===== config.mk =====
export PLATFORM = sky130hd
export DESIGN_NAME = kbd_voice_alloc
export DESIGN_NICKNAME = d
export VERILOG_FILES = /design/src/rtl/kbd_voice_alloc.sv
export SDC_FILE = /design/constraint.sdc
export NUM_CORES = 1
export LEC_CHECK = 0
export BUFFER_PORTS_ARGS = -buffer_cell sky130_fd_sc_hd__buf_2
export CAP_MARGIN = 20
export CORE_UTILIZATION = 45
export DETAILED_ROUTE_END_ITERATION = 6
export SKIP_LAST_GASP = 1
export SLEW_MARGIN = 25
export SYNTH_ARGS = -nofsm -noshare
export SYNTH_HDL_FRONTEND = slang
export SYNTH_SLANG_ARGS = --single-unit

===== constraint.sdc =====
create_clock -name clk -period 4.35 [get_ports clk]
set_input_delay 1.305 -clock clk [delete_from_list [all_inputs] [get_ports clk]]
set_output_delay 1.305 -clock clk [all_outputs]
set_load 0.01 [all_outputs]

===== src/rtl/kbd_voice_alloc.sv =====
// Polyphonic voice scheduler. Maps PS/2 make/break scancodes to notes and
// shares NV oscillator voices: lowest free voice first, round-robin stealing when full.
module kbd_voice_alloc #(
    parameter int NV      = 4,
    parameter int OCT_RST = 4
) (
    input  logic            clk,
    input  logic            reset,
    input  logic            code_valid,
    input  logic [7:0]      code,
    input  logic            code_break,
    output logic [NV-1:0]   voice_gate,
    output logic [7*NV-1:0] voice_note,
    output logic [2:0]      octave,
    output logic            busy,
    output logic            overflow
);

    localparam int IW = (NV > 1) ? $clog2(NV) : 1;

    typedef enum logic [1:0] {IDLE, DECODE, SCAN, APPLY} state_t;
    typedef enum logic [1:0] {K_NOTE, K_OCT_UP, K_OCT_DN, K_NONE} key_t;

    state_t        state;
    logic [7:0]    cur_code;
    logic          cur_brk;
    logic [7:0]    skid_code;
    logic          skid_brk;
    logic          skid_full;
    logic [3:0]    semi;
    logic [6:0]    tgt_q;
    logic          match_found, free_found;
    logic [IW-1:0] match_idx, free_idx, steal_ptr;
    logic [6:0]    notes [NV];

    // Key map: combinational decode of the event currently being processed
    key_t       dec_class;
    logic [3:0] dec_semi;

    always_comb begin
        dec_class = K_NOTE;
        dec_semi  = 4'd0;
        case (cur_code)
            8'h1C: dec_semi = 4'd0;
            8'h1D: dec_semi = 4'd1;
            8'h1B: dec_semi = 4'd2;
            8'h24: dec_semi = 4'd3;
            8'h23: dec_semi = 4'd4;
            8'h2B: dec_semi = 4'd5;
            8'h2C: dec_semi = 4'd6;
            8'h34: dec_semi = 4'd7;
            8'h35: dec_semi = 4'd8;
            8'h33: dec_semi = 4'd9;
            8'h3C: dec_semi = 4'd10;
            8'h3B: dec_semi = 4'd11;
            8'h42: dec_semi = 4'd12;
            8'h1A: dec_class = K_OCT_DN;
            8'h22: dec_class = K_OCT_UP;
            default: dec_class = K_NONE;
        endcase
    end

    // target = octave*12 + semitone, at most 7*12+12 = 96
    logic [6:0] oct_base, target;
    assign oct_base = ({4'b0, octave} << 3) + ({4'b0, octave} << 2);
    assign target   = oct_base + {3'b0, semi};

    logic          scan_match_found, scan_free_found;
    logic [IW-1:0] scan_match_idx, scan_free_idx;

    // Walk from the top down so the lowest qualifying index wins
    always_comb begin
        scan_match_found = 1'b0;
        scan_match_idx   = '0;
        scan_free_found  = 1'b0;
        scan_free_idx    = '0;
        for (int i = NV - 1; i >= 0; i--) begin
            if (voice_gate[i] && notes[i] == target) begin
                scan_match_found = 1'b1;
                scan_match_idx   = IW'(i);
            end
            if (!voice_gate[i]) begin
                scan_free_found = 1'b1;
                scan_free_idx   = IW'(i);
            end
        end
    end

    for (genvar g = 0; g < NV; g++) begin : g_note_out
        assign voice_note[7*g +: 7] = notes[g];
    end

    assign busy = (state != IDLE);

    always_ff @(posedge clk) begin
        if (!reset) begin
            state       <= IDLE;
            cur_code    <= 8'h00;
            cur_brk     <= 1'b0;
            skid_code   <= 8'h00;
            skid_brk    <= 1'b0;
            skid_full   <= 1'b0;
            semi        <= 4'd0;
            tgt_q       <= 7'd0;
            match_found <= 1'b0;
            free_found  <= 1'b0;
            match_idx   <= '0;
            free_idx    <= '0;
            steal_ptr   <= '0;
            voice_gate  <= '0;
            octave      <= 3'(OCT_RST);
            overflow    <= 1'b0;
            // NOTE: the note array is a handful of flops, so it is reset like any other register.
            for (int i = 0; i < NV; i++) notes[i] <= 7'd0;
        end else begin
            if (state != IDLE && code_valid) begin
                if (skid_full) overflow <= 1'b1;
                else begin
                    skid_code <= code;
                    skid_brk  <= code_break;
                    skid_full <= 1'b1;
                end
            end

            case (state)
                IDLE: begin
                    // A buffered event is older than a new one, so it goes first
                    if (skid_full) begin
                        cur_code  <= skid_code;
                        cur_brk   <= skid_brk;
                        state     <= DECODE;
                        skid_full <= code_valid;
                        skid_code <= code;
                        skid_brk  <= code_break;
                    end else if (code_valid) begin
                        cur_code <= code;
                        cur_brk  <= code_break;
                        state    <= DECODE;
                    end
                end
                DECODE: begin
                    semi <= dec_semi;
                    case (dec_class)
                        K_NOTE:   state <= SCAN;
                        K_OCT_UP: begin
                            if (!cur_brk && octave != 3'd7) octave <= octave + 3'd1;
                            state <= IDLE;
                        end
                        K_OCT_DN: begin
                            if (!cur_brk && octave != 3'd0) octave <= octave - 3'd1;
                            state <= IDLE;
                        end
                        default:  state <= IDLE;
                    endcase
                end
                SCAN: begin
                    match_found <= scan_match_found;
                    match_idx   <= scan_match_idx;
                    free_found  <= scan_free_found;
                    free_idx    <= scan_free_idx;
                    tgt_q       <= target;
                    state       <= APPLY;
                end
                APPLY: begin
                    if (!cur_brk) begin
                        if (!match_found) begin
                            if (free_found) begin
                                voice_gate[free_idx] <= 1'b1;
                                notes[free_idx]      <= tgt_q;
                            end else begin
                                notes[steal_ptr] <= tgt_q;
                                steal_ptr <= (steal_ptr == IW'(NV - 1)) ? '0 : steal_ptr + 1'b1;
                            end
                        end
                    end else if (match_found) begin
                        voice_gate[match_idx] <= 1'b0;
                    end
                    state <= IDLE;
                end
                default: state <= IDLE;
            endcase
        end
    end

endmodule


==> flow_summary.toml <==
[die]
die_h_um = 94.57
rows = 33
die_w_um = 94.57
dieArea_um2 = 8943
core_um2 = 8258
start_util = 0.4670
io-pin-count = 49

[timing]
fmax_mhz = 308.2
setup_viol = 0
worst_pin_slew_ns = 0.9799
maxSlewViolCount = 0
layout_min_cycle_time_ns = 3.245
finalHoldViolCount = 0
rsz0062_at_grt = "no"
finalCritPeriodShare = 0.7460
setup_ws_ns = 1.105
clock_skew_ns = 0.01126
whs_ns = 0.4696
tns_ns = 0
max_slew_margin = 0.3454

[global_routing]
grt_max_degree = 44
antenna_found_initial = 0
grt_pass1_wl_um = 14750
overflow = 0
grt_use_total = 0.2193
grt_pass1_vias = 2798

[synthesis]
synth_edf_count = 28
synth.distinct_cells = 58
postSynthCellCount = 401
ys.flop_type = "dfxtp_1"
synthesis.nets = 424
synthArstFlopShare = 0
syn_area_per_cell_um2 = 9.616
yosysTopAreaCell = "dfxtp_1"
synth_top_area_frac = 0.2492
syn-cell-area_um2 = 3856
ys_warn_count = 0
ys_seq_elements = 76
ys_seq_area_frac = 0.4672
yosys-top-cells-area = "dfxtp_1 (25%), edfxtp_1 (22%), nor2_1 (5.7%)"

[setup_path]
cpLargestDelayFamily = "adder cells"
criticalPathCategory = "reg2reg"
crit_slowest_cell = "a2111oi_1"
endpoint_kind = "flip-flop"
crit_fanout = 6
r2r-start = "octave[1]"
r2r-end = "match_idx[1]"
crit_buf_inv = 0
cpPeakStageDelay_ns = 0.69
crit_chain = "fa_1 -> ha_1 -> fa_1 -> xnor2_1 -> nand4_1 -> a2111oi_1 -> o2111ai_1 -> a21oi_1"
cpMostUsedCell = "fa_1"
worst_ep_arrival_time_ns = 3.51
r2r_slack_ns = 1.10
startpoint_type = "flip-flop"
cp.required_ns = 4.62
ff2ff_path_depth = 8

[clock_network]
postCtsResizedCells = 0
cts_setup_buffers = 0
ctsHtreeMaxLevel = 3
path_clk_slew_ns = 0.07
cts_tree = "done"
numClockSinks = 76
cts_hold_buf = 0
clk_latency_ns = 0.35
clockRootBuffer = "clkbuf_8"
numCtsBuffers = 9
clockBufferDepth = 2

[route]
finalWirelength_um = 8988
dr.pass1.iters = 4
drt_iter0_markers = 167
drt.antenna.violating_nets = 0
vias = 3035
wl_per_cell_um = 16.37
drc_errors = 0
vias_per_cell = 5.528

[power_and_ir_drop]
p_leak_nw = 1.674
ir_drop_mv = 0.1403
powerDensity_nw_per_um2 = 336.8
power.total_w = 0.001454

[place]
pre_cts_ws_ns = 1.126
place_congestion = 0.8406
dp_hpwl_um = 6420
io_buffers = 48

[final_layout]
nets = 462
antenna_cells = 0
nFillCells = 796
drive_gt1_frac = 0.1712
area_growth_pct = 11.94

[flow_run]
cap_violations = 0

[status]
status = "finished, final reports clean"

[worst_hold_path]
min_path_cells = 2
hold_end = "tgt_q[2]"
hp-start = "tgt_q[2]"
hp-class = "reg2reg"
report_power, final:
group | leakage, nW | switching (W) | total [W] | internal [W]
Combinational | 0.900 | 0.0000772 | 0.000137 | 0.0000598
Clock | 0.0947 | 0.000254 | 0.000517 | 0.000263
Sequential | 0.680 | 0.0000371 | 0.000800 | 0.000763
Total | 1.67 | 0.000368 | 0.00145 | 0.00109
how the worst max path moves through the flow:
stage,start,slack (ns),end,depth (start not counted)
5_1_grt,octave[0],0.93,match_idx[1],8
4_1_cts,octave[0],1.11,match_idx[1],8
3_5_place_dp,octave[0],1.13,match_idx[1],8
2_1_floorplan,octave[0],1.41,match_idx[1],9
6_report,octave[1],1.10,match_idx[1],8
3_3_place_gp,octave[1],1.22,match_idx[1],8
layout by cell type (no fill, tap or decap), drive strengths merged, types with 3 or more instances in the layout:
cell type | Yosys | final
a211oi | 15 | 15
a21oi | 23 | 23
a31oi | 4 | 4
and3 | 6 | 6
buf | 2 | 49
clkbuf | 20 | 11
clkinv | 0 | 4
dfxtp | 48 | 48
edfxtp | 28 | 28
fa | 3 | 3
ha | 8 | 8
inv | 16 | 16
mux2i | 22 | 22
nand2 | 35 | 35
nand2b | 4 | 4
nand3 | 10 | 10
nand3b | 3 | 3
nor2 | 59 | 59
nor3 | 6 | 6
nor3b | 3 | 3
nor4 | 3 | 3
o2111ai | 4 | 4
o21ai | 10 | 10
o31ai | 3 | 3
or2 | 3 | 3
or2b | 3 | 3
or4 | 3 | 3
xnor2 | 11 | 11
xor2 | 17 | 17
per-layer routing:
metal / track usage / vias to the layer above / share of wire
met4: 0.07071 / 0 / 0.013
li1: - / 1486 / -
met1: 0.3198 / 1446 / 0.49
met2: 0.3200 / 93 / 0.44
met3: 0.04831 / 10 / 0.058
met5: 0 / - / 0
state kept, by name, indices dropped and copies added, names as in the netlist, named ones only:
register,cells
cur_brk,1
cur_code,8
free_found,1
free_idx,2
match_found,1
match_idx,2
notes,28
octave,3
overflow,1
semi,4
skid_brk,1
skid_code,8
skid_full,1
state,1
steal_ptr,2
tgt_q,7
voice_gate,4
cells in the mapped netlist, drive strengths merged, types with 2 or more instances:
cell type  instances
o31ai              3
o2111ai            4
nand3             10
clkbuf            20
nand3b             3
nor3b              3
nand2             35
ha                 8
a211oi            15
dfxtp             48
and2               2
inv               16
or4                3
a32oi              2
o21ai             10
xor2              17
nor3               6
buf                2
edfxtp            28
mux2i             22
nor2b              2
fa                 3
nand4              2
or2                3
or2b               3
a21oi             23
o22ai              2
xnor2             11
nor2              59
and3               6
nor4               3
or3b               2
a31oi              4
nand2b             4
cell type report:
type | count | area [µm²] | share of cell area
Timing Repair Buffer | 49 | 247.7 | 0.05739
Clock inverter | 5 | 52.55 | 0.01217
Tap cell | 105 | 131.4 | 0.03043
Inverter | 16 | 60.06 | 0.01391
Clock buffer | 11 | 131.4 | 0.03043
Sequential cell | 76 | 1802 | 0.4174
Multi-Input combinational cell | 287 | 1892 | 0.4383
cell families after synthesis:
kind of cell,synth area share
flops,0.4672
simple gates,0.1888
mux,0.05808
buf+inv,0.04412
xor+xnor,0.06943
compound gates,0.1308
fa+ha+maj,0.04153
worst min-delay path, delay by kind of cell, from the launching register on:
family,cells,cell delay (ns)
DFF,1,0.32
and+or+nand+nor,1,0.05
AOI/OAI and AO/OA,1,0.05
metrics by stage:
stage          area (µm²)  instances    util
4_1_cts              4314        549  0.5224
6_report             4317        549  0.5227
5_1_grt              4317        549  0.5227
3_5_place_dp         4130        533  0.5002
3_3_place_gp         4125        533  0.4995
2_1_floorplan        3856        401       -
Power figures use the tool's default switching activity.
